==> src/rtl/fifo_pkg.sv <==
// Shared definitions for the show-ahead FIFO and its read-side packer.
package fifo_pkg;

  localparam int FIFO_DATA_WIDTH = 8;

  typedef enum logic {
    S_FILL  = 1'b0,
    S_FLUSH = 1'b1
  } rd_packer_state_t;

endpackage

==> src/rtl/fifo_rd_packer.sv <==
// Pops narrow words from a show-ahead FIFO and packs RATIO of them, little-endian,
// into one wide valid/ready beat; a flush forces out a partial beat marked last.
module fifo_rd_packer
  import fifo_pkg::*;
#(
  parameter int DATA_WIDTH = FIFO_DATA_WIDTH,
  parameter int RATIO      = 4,
  parameter int IDX_W      = $clog2(RATIO)
) (
  input  logic                        clk,
  input  logic                        rst,
  input  logic                        fifo_empty,
  input  logic [DATA_WIDTH-1:0]       fifo_rd_data,
  output logic                        fifo_rd_en,
  input  logic                        flush,
  output logic                        m_valid,
  input  logic                        m_ready,
  output logic [DATA_WIDTH*RATIO-1:0] m_data,
  output logic [RATIO-1:0]            m_keep,
  output logic                        m_last,
  output logic                        flush_done,
  output logic                        busy
);

  localparam int              BEAT_W   = DATA_WIDTH * RATIO;
  localparam logic [IDX_W-1:0] LAST_IDX = IDX_W'(RATIO - 1);

  rd_packer_state_t  state_r, state_s;
  logic [IDX_W-1:0]  idx_r, idx_s;
  logic [BEAT_W-1:0] acc_r, acc_s;
  logic [RATIO-1:0]  keep_r, keep_s;
  logic [BEAT_W-1:0] full_beat_s;
  logic              out_free_s;
  logic              last_lane_s;
  logic              pop_s;
  logic              load_full_s;
  logic              load_part_s;
  logic              done_s;

  assign out_free_s  = ~m_valid | m_ready;
  assign last_lane_s = (idx_r == LAST_IDX);
  // The final lane is only popped when the output register can accept the beat.
  assign pop_s       = ~rst & (state_r == S_FILL) & ~fifo_empty & (~last_lane_s | out_free_s);
  assign fifo_rd_en  = pop_s;
  // Lane RATIO-1 of the accumulator is never written, so the head word takes its place.
  assign full_beat_s = {fifo_rd_data, acc_r[BEAT_W-DATA_WIDTH-1:0]};
  assign busy        = (state_r == S_FLUSH) | (idx_r != {IDX_W{1'b0}}) | m_valid;

  // Next-state, accumulator and beat-load decisions.
  always_comb begin
    state_s     = state_r;
    idx_s       = idx_r;
    acc_s       = acc_r;
    keep_s      = keep_r;
    load_full_s = 1'b0;
    load_part_s = 1'b0;
    done_s      = 1'b0;
    case (state_r)
      S_FILL: begin
        if (pop_s && last_lane_s) begin
          load_full_s = 1'b1;
          idx_s       = {IDX_W{1'b0}};
          acc_s       = {BEAT_W{1'b0}};
          keep_s      = {RATIO{1'b0}};
        end else if (pop_s) begin
          for (int i = 0; i < RATIO; i++) begin
            acc_s[i*DATA_WIDTH +: DATA_WIDTH] = (idx_r == IDX_W'(i)) ? fifo_rd_data
                                                                     : acc_r[i*DATA_WIDTH +: DATA_WIDTH];
            keep_s[i] = keep_r[i] | (idx_r == IDX_W'(i));
          end
          idx_s = idx_r + IDX_W'(1);
        end else begin
          idx_s = idx_r;
        end
        if (flush) begin
          state_s = S_FLUSH;
        end else begin
          state_s = S_FILL;
        end
      end
      S_FLUSH: begin
        if (idx_r == {IDX_W{1'b0}}) begin
          done_s  = 1'b1;
          state_s = S_FILL;
        end else if (out_free_s) begin
          // Lanes at or above idx were never written since the last clear, so they read 0.
          load_part_s = 1'b1;
          done_s      = 1'b1;
          idx_s       = {IDX_W{1'b0}};
          acc_s       = {BEAT_W{1'b0}};
          keep_s      = {RATIO{1'b0}};
          state_s     = S_FILL;
        end else begin
          state_s = S_FLUSH;
        end
      end
      default: begin
        state_s = S_FILL;
      end
    endcase
  end

  // Packing state registers.
  always_ff @(posedge clk or posedge rst) begin
    if (rst) begin
      state_r <= S_FILL;
      idx_r   <= {IDX_W{1'b0}};
      acc_r   <= {BEAT_W{1'b0}};
      keep_r  <= {RATIO{1'b0}};
    end else begin
      state_r <= state_s;
      idx_r   <= idx_s;
      acc_r   <= acc_s;
      keep_r  <= keep_s;
    end
  end

  // Output beat register and flush completion pulse.
  always_ff @(posedge clk or posedge rst) begin
    if (rst) begin
      m_valid    <= 1'b0;
      m_data     <= {BEAT_W{1'b0}};
      m_keep     <= {RATIO{1'b0}};
      m_last     <= 1'b0;
      flush_done <= 1'b0;
    end else begin
      flush_done <= done_s;
      if (load_full_s) begin
        m_valid <= 1'b1;
        m_data  <= full_beat_s;
        m_keep  <= {RATIO{1'b1}};
        m_last  <= 1'b0;
      end else if (load_part_s) begin
        m_valid <= 1'b1;
        m_data  <= acc_r;
        m_keep  <= keep_r;
        m_last  <= 1'b1;
      end else if (m_ready) begin
        m_valid <= 1'b0;
      end
    end
  end

endmodule

==> config.mk <==
export PLATFORM = sky130hd
export DESIGN_NAME = fifo_rd_packer
export DESIGN_NICKNAME = d
export VERILOG_FILES = /design/src/rtl/fifo_pkg.sv /design/src/rtl/fifo_rd_packer.sv
export SDC_FILE = /design/constraint.sdc
export NUM_CORES = 1
export LEC_CHECK = 0
export CAP_MARGIN = 20
export CORE_AREA = 2 2 98 100
export DETAILED_ROUTE_END_ITERATION = 8
export DIE_AREA = 0 0 100 102
export GPL_TIMING_DRIVEN = 0
export PLACE_DENSITY = 0.72
export SLEW_MARGIN = 20
export SYNTH_ARGS = -nofsm -noshare
export SYNTH_HDL_FRONTEND = slang
export SYNTH_SLANG_ARGS = --single-unit
==> constraint.sdc <==
create_clock -name clk -period 3 [get_ports clk]
set_input_delay 0.6 -clock clk [delete_from_list [all_inputs] [get_ports clk]]
set_output_delay 0.6 -clock clk [all_outputs]
set_load 0.05 [all_outputs]
Yosys cells after proc, flatten, opt, wreduce, memory -nomap -nowiden --
Cells that the tools add are included.
Operators by class: multiplexer cells 39, bitwise gates (word level) 16, equal/unequal tests 10, add/sub/neg operators 1, reduce and logical (&&, ||, !) cells 10
Operator list (count):
- $mux 32 | 6
- $pmux 32 s2 | 1
- $mux 8 | 4
- $mux 4 | 6
- $reduce_and 4->1 | 4
- $mux 1 | 15
- $ne 3x1->1 const B | 3
- $mux 2 | 4
- $or 1x1->1 | 8
- $pmux 4 s2 | 1
- $ne 3x2->1 const B | 2
- $not 1->1 | 5
- $eq 2x2->1 const B | 2
- $pmux 2 s2 | 1
- $reduce_bool 2->1 | 2
- $and 1x1->1 | 3
- $reduce_and 3->1 | 1
- $reduce_bool 3->1 | 1
- $add 2x1->2 const B | 1
- $eq 2x1->1 const B | 1
- $logic_not 2->1 | 1
- $ne 2x1->1 const B | 1
- $ne 2x2->1 const B | 1
- $pmux 1 s2 | 1
- $logic_and 1x1->1 | 1
Word-level totals: word-level logic and storage cells 88, flip-flop bits (word level) 78, input port bits 13, output and inout port bits 41

Longest topological paths before layout --
Gate-level depths: netlist of the first run.
depth after elaboration 8, gate-level depth with buffers 7, mapped depth without buffers 5

Worst setup path after synthesis of the first run --
No wires, ideal clock.
path type input port to output port, start point input fifo_empty, end point output fifo_rd_en, buffers on the path 0, required time 2.400 ns, slack 0.587 ns, data arrival time 1.813 ns, stages on the path 2, path through or3_4 a21oi_1
On the way: word-level cells in the longest chain between the ends 3
RTL lines:
- from (decl) | line fifo_rd_packer.sv:12 | input logic fifo_empty,
- $not 1->1 | line fifo_rd_packer.sv:43 | assign pop_s = ~rst & (state_r == S_FILL) & ~fifo_empty & (~last_lane_s | out_free_s);
- $and 1x1->1 (2 in series) | line fifo_rd_packer.sv:43
- to (decl) | line fifo_rd_packer.sv:14 | output logic fifo_rd_en,
Every way passes these cells.

Worst setup path in the final report of the first run --
start point input rst, end point output fifo_rd_en
On the way: word-level cells in the longest chain between the ends 4
RTL lines:
- from (decl) | line fifo_rd_packer.sv:11 | input logic rst,
- $not 1->1 | line fifo_rd_packer.sv:43
- $and 1x1->1 (3 in series) | line fifo_rd_packer.sv:43
Every way passes these cells.

==> results of run 1 <==
## state kept, by name, indices dropped and copies added (netlist names)
register,count
m_keep,4
acc_r,32
m_valid,1
flush_done,1
state_r,1
m_data,32
m_last,1
idx_r,2
keep_r,4
## Yosys cell counts (2+ instances only)
library cell,count,area [sq um]
buf_6,4,45.0
mux2_2,26,293
nand3_1,33,165
nor2_1,10,37.5
nor2b_1,27,169
o211ai_1,24,180
dfrtp_1,78,1950
clkbuf_1,17,63.8
inv_1,27,101
nand2_1,3,11.3
and2_1,9,56.3
ha_1,4,50.1
o21ai_0,28,140
a22o_1,2,17.5
a21oi_1,4,20.0
a221o_1,8,80.1
and3_1,9,56.3
nand2b_1,2,12.5
## where the power goes
part | internal (mW) | switching [mW]
clock | 0.376 | 0.353
sequential | 1.40 | 0.226
combinational | 0.697 | 1.22
## worst reg2reg max path, delay by kind of cell (launching register included)
kind,cells,cell delay [ns]
fa+ha+maj,1,0.20
flops,1,0.42
buf+inv,2,0.62
simple gates,2,1.01
compound gates,1,0.12
## per-layer routing
| layer | GRT usage [%] | share of wire, % | up-vias |
|---|---|---|---|
| met1 | 23.4 | 46 | 1336 |
| met5 | 0 | 0 | - |
| met3 | 4.31 | 4.8 | 10 |
| met4 | 4.11 | 0.81 | 0 |
| met2 | 29.0 | 49 | 76 |
| li1 | - | - | 1257 |
## worst paths after layout
| path | end | depth (start not counted) | startpoint |
|---|---|---|---|
| worst max-delay path | fifo_rd_en | 4 | rst |
| worst min-delay path | acc_r[24] | 1 | acc_r[24] |
| worst max register to register | acc_r[18] | 6 | idx_r[0] |
| worst min register to register | acc_r[24] | 1 | acc_r[24] |
| max in group asynchronous | acc_r[21] | 3 | rst |
| min in group asynchronous | m_keep[1] | 2 | rst |
## cell families after synthesis
| group | after synthesis | synth area share [%] |
|---|---|---|
| simple gates | 97 | 15.4 |
| fa+ha+maj | 4 | 1.42 |
| compound gates | 70 | 13.7 |
| flops | 78 | 55.2 |
| buf+inv | 49 | 6.05 |
| mux | 26 | 8.28 |
## cell type report
type	instances	area [sq um]	area share [%]
sequential	78	1950	44.3
multi-input combinational	197	1370	31.1
timing repair buffer	54	557	12.6
tap	111	139	3.15
clock buffer	12	135	3.07
buffer	22	114	2.59
inverter	27	104	2.36
clock inverter	2	35.0	0.795
## stage by stage
stage	cells	power, mW	setup slack, ns	util [%]
2_1_floorplan	324	2.91	0.405	-
3_3_place_gp	488	3.49	-0.938	46.2
3_5_place_dp	489	3.56	-0.196	46.5
4_1_cts	503	4.29	0.0837	48.4
5_1_grt	503	4.51	0.0126	48.4
6_report	503	4.27	0.0955	48.4
==> flow_summary.json, run 1 <==
{
  "outcome": "complete, no violations",
  "synth.distinct_cells": 27,
  "die_h_microns": 102,
  "grt_overflow": 0,
  "insertedDiodeCount": 0,
  "cts_root_buffer": "clkbuf_8",
  "clk_pin_slew_worst_paths_ns": 0.07,
  "r2r_setup_slack_ns": 0.55,
  "grt_pass1_wl_microns": 13800,
  "drtAntennaViolNets": 0,
  "cp-start-kind": "input port",
  "cts_hold_buf": 0,
  "yosysWarnings": 0,
  "cp.arrival_ns": 2.30,
  "area_growth_pct": 24.6,
  "fin_worst_skew_ns": 0.00814,
  "rows": 35,
  "rsz0062_at_grt": "no",
  "seq_area_frac_synth_pct": 55.2,
  "setup_viol": 0,
  "cts.htree.levels": 3,
  "grt_max_degree": 50,
  "critPathRequiredTime_ns": 2.40,
  "dp_hpwl_microns": 5900,
  "synth-edff-count": 0,
  "critPathBufInv": 2,
  "crit_path_end_kind": "primary output",
  "routed_wl_microns": 8400,
  "post-cts-setup-buffer-count": 0,
  "p_per_area_mw_per_mm2": 969,
  "grt_pass1_vias": 2671,
  "cts_made_buffers": 9,
  "place_congestion": 0.800,
  "avgRoutedWirePerCell_microns": 16.7,
  "drive_gt1_share_pct": 12.2,
  "cts_resized": 2,
  "fill_cells": 851,
  "synth_seq_cells": 78,
  "dieArea_sq_mm": 0.0102,
  "relSlewSlack_pct": 35.8,
  "worstHoldPathType": "reg -> reg",
  "leakage_nw": 1.94,
  "fin_crit_sh_pct": 96.8,
  "hold_slack_ns": 0.482,
  "first_iter_violations": 206,
  "drv_slew": 0,
  "grt_usage_pct": 17.5,
  "worstMarginPinSlew_ns": 0.954,
  "initial_core_util_pct": 38.8,
  "syn-num-nets": 341,
  "fin_area_sq_mm": 0.00440,
  "worstPathCellList": "clkdlybuf4s50_1, or3_4, a21oi_1, dlygate4sd2_1",
  "place_area_sq_mm": 0.00423,
  "slowest_stage": "dlygate4sd2_1",
  "worstSetupPathType": "in -> out",
  "cts_tree": "yes",
  "cp_max_fo": 6,
  "drc": 0,
  "core_sq_mm": 0.00911,
  "netlist_area_sq_mm": 0.00353,
  "async_reset_ff_share_pct": 100,
  "crit_family": "buffers and inverters",
  "ys.flop_type": "dfrtp_1",
  "period_needed_ns": 2.90,
  "antenna_found_initial": 0,
  "drtPass1Iterations": 4,
  "timing.max_cap.violations": 0,
  "ir_drop_mv": 0.572,
  "slowest_delay_ns": 0.56,
  "pin_count": 54,
  "synthCells": 324,
  "vias": 2679,
  "cts.path.max_buffers": 2,
  "cts.sinks": 78,
  "syn_area_per_cell_sq_um": 10.9,
  "final_common_cell": "dfrtp_1",
  "fmaxAchievable_ghz": 0.344,
  "hold_viol": 0,
  "clock_latency_ns": 0.34,
  "io_buffers": 53,
  "final.setup.tns_ns": 0,
  "final_cell_mix": "dfrtp_1 (78), clkdlybuf4s50_1 (52), nand3_1 (33)",
  "dieWidth_microns": 100,
  "nNetsFinal": 406,
  "via_per_inst": 5.33
}
(Power assumes the default switching activity.)
==> inputs of run 2 (changes only) <==
--- a/config.mk
+++ b/config.mk
@@ -5,8 +5,9 @@
 export SDC_FILE = /design/constraint.sdc
 export NUM_CORES = 1
 export LEC_CHECK = 0
-export CAP_MARGIN = 20
+export CAP_MARGIN = 10
 export CORE_AREA = 2 2 98 100
+export CTS_CLUSTER_DIAMETER = 100
 export DETAILED_ROUTE_END_ITERATION = 8
 export DIE_AREA = 0 0 100 102
 export GPL_TIMING_DRIVEN = 0
==> constraint.sdc (replaced) <==
create_clock -name clk -period 3.7 [get_ports clk]
set_input_delay 0.74 -clock clk [delete_from_list [all_inputs] [get_ports clk]]
set_output_delay 0.74 -clock clk [all_outputs]
set_load 0.05 [all_outputs]
==> run 2 against run 1 <==
Effect of this change:
- non-clock buffer count is the same
- utilization is the same
- sequential share of layout area unchanged
- global-route usage unchanged
- cell area stayed put
- register-to-register slack improved by 0.68 ns
- highest routed layer unchanged
==> flow_summary.json, run 2 (synthesis gave the netlist of run 1 again) <==
{
  "r2r_cells": 6,
  "cts.path.max_buffers": 2,
  "fin_crit_sh_pct": 94.1,
  "post-place-cells": 489,
  "clk_pin_slew_worst_paths_ns": 0.07,
  "cts.htree.levels": 3,
  "cts_hold_buf": 0,
  "drv_slew": 0,
  "critPathRequiredTime_ns": 2.96,
  "ir_drop_mv": 0.464,
  "final_common_cell": "dfrtp_1",
  "drtPass1Iterations": 4,
  "seqCellArea_sq_mm": 0.00195,
  "worstHoldPathType": "reg -> reg",
  "largest_registers": "acc_r: 32 flops, m_data: 32 flops",
  "via_per_inst": 5.27,
  "place_congestion": 0.800,
  "fill_cells": 850,
  "cts_root_buffer": "clkbuf_8",
  "routed_wl_microns": 8450,
  "dp_hpwl_microns": 5900,
  "fmaxAchievable_ghz": 0.287,
  "pin_count": 54,
  "vias": 2651,
  "worstPathCellList": "clkdlybuf4s50_1, or3_4, a21oi_1, clkdlybuf4s50_1",
  "clock_latency_ns": 0.35,
  "nNetsFinal": 406,
  "timing.max_cap.violations": 0,
  "hold_viol": 0,
  "grt_usage_pct": 17.5,
  "io_buffers": 53,
  "grt_overflow": 0,
  "rsz0062_at_grt": "no",
  "drc": 0,
  "grt_pass1_vias": 2674,
  "r2r_setup_slack_ns": 1.23,
  "cts_resized": 0,
  "fin_worst_skew_ns": 0.00828,
  "dieWidth_microns": 100,
  "grt_max_degree": 50,
  "initial_core_util_pct": 38.8,
  "setup_viol": 0,
  "fin_cells": 503,
  "insertedDiodeCount": 0,
  "post-cts-setup-buffer-count": 0,
  "period_needed_ns": 3.48,
  "dieArea_sq_mm": 0.0102,
  "r2r_start": "idx_r[0]",
  "p_per_area_mw_per_mm2": 786,
  "cts_tree": "yes",
  "hold_path.startpoint": "acc_r[31]",
  "cp_max_fo": 6,
  "area_growth_pct": 24.6,
  "cp-start-kind": "input port",
  "drive_gt1_share_pct": 12.0,
  "final.setup.tns_ns": 0,
  "grt_pass1_wl_microns": 13800,
  "cts.sinks": 78,
  "min_delay_path_depth": 1,
  "crit_top_cell": "clkdlybuf4s50_1",
  "relSlewSlack_pct": 34.2,
  "startpoint": "rst",
  "leakage_nw": 1.94,
  "outcome": "complete, no violations",
  "die_h_microns": 102,
  "hold_end": "acc_r[31]",
  "reg2reg_to": "acc_r[15]",
  "avgRoutedWirePerCell_microns": 16.8,
  "first_iter_violations": 192,
  "core_sq_mm": 0.00911,
  "slowest_stage": "clkdlybuf4s50_1",
  "final_cell_mix": "dfrtp_1 (78), clkdlybuf4s50_1 (53), nand3_1 (33)",
  "multiInputGateArea_sq_mm": 0.00137,
  "worstMarginPinSlew_ns": 0.979,
  "worstSetupPathType": "in -> out",
  "slowest_delay_ns": 0.84,
  "crit_path_end_kind": "primary output",
  "antenna_found_initial": 0,
  "drtAntennaViolNets": 0,
  "rows": 35,
  "cts_made_buffers": 9,
  "cp.arrival_ns": 2.74
}
[run 2: power breakdown]
| part | total (mW) | leakage (nW) | switching (mW) | internal, mW |
|---|---|---|---|---|
| combinational | 1.55 | 0.809 | 0.988 | 0.564 |
| clock | 0.595 | 0.0863 | 0.290 | 0.304 |
| sequential | 1.32 | 1.04 | 0.182 | 1.13 |
[run 2: critical path, delay by kind of cell]
| family | cells | cell delay [ns] |
|---|---|---|
| simple gates | 1 | 0.42 |
| buf+inv | 2 | 1.39 |
| compound gates | 1 | 0.19 |
[run 2: how the worst max path moves through the flow]
stage,cells after the start,endpoint,slack (ns)
6_report,4,fifo_rd_en,0.22
4_1_cts,4,fifo_rd_en,0.21
3_3_place_gp,2,m_data[2],-0.38
3_5_place_dp,4,fifo_rd_en,0.22
2_1_floorplan,1,acc_r[0],0.96
5_1_grt,4,fifo_rd_en,0.14
[run 2: cell type report]
class	count	area share, %
multi-input combinational	197	31.1
buffer	22	2.56
timing repair buffer	54	12.7
sequential	78	44.3
clock buffer	12	3.07
clock inverter	2	0.795
inverter	27	2.36
tap	111	3.15
[run 2: per-layer routing]
metal  GRT usage (%)  share of wire [%]  vias to the layer above
li1                -                  -                     1260
met1            23.5                 44                     1305
met2            28.7                 49                       74
met3            4.31                5.8                       12
met4            4.43                1.2                        0
met5               0                  0                        -
[run 2: stage by stage]
stage          total power [mW]  cell area (sq um)  hold WS (ns)  utilization [%]  setup slack (ns)
2_1_floorplan              2.36               3530         0.444                -             0.965
3_3_place_gp               2.83               4200         0.460             46.2            -0.378
3_5_place_dp               2.88               4230         0.462             46.5             0.224
4_1_cts                    3.48               4400         0.485             48.4             0.212
5_1_grt                    3.65               4400         0.497             48.4             0.138
6_report                   3.46               4400         0.479             48.4             0.220
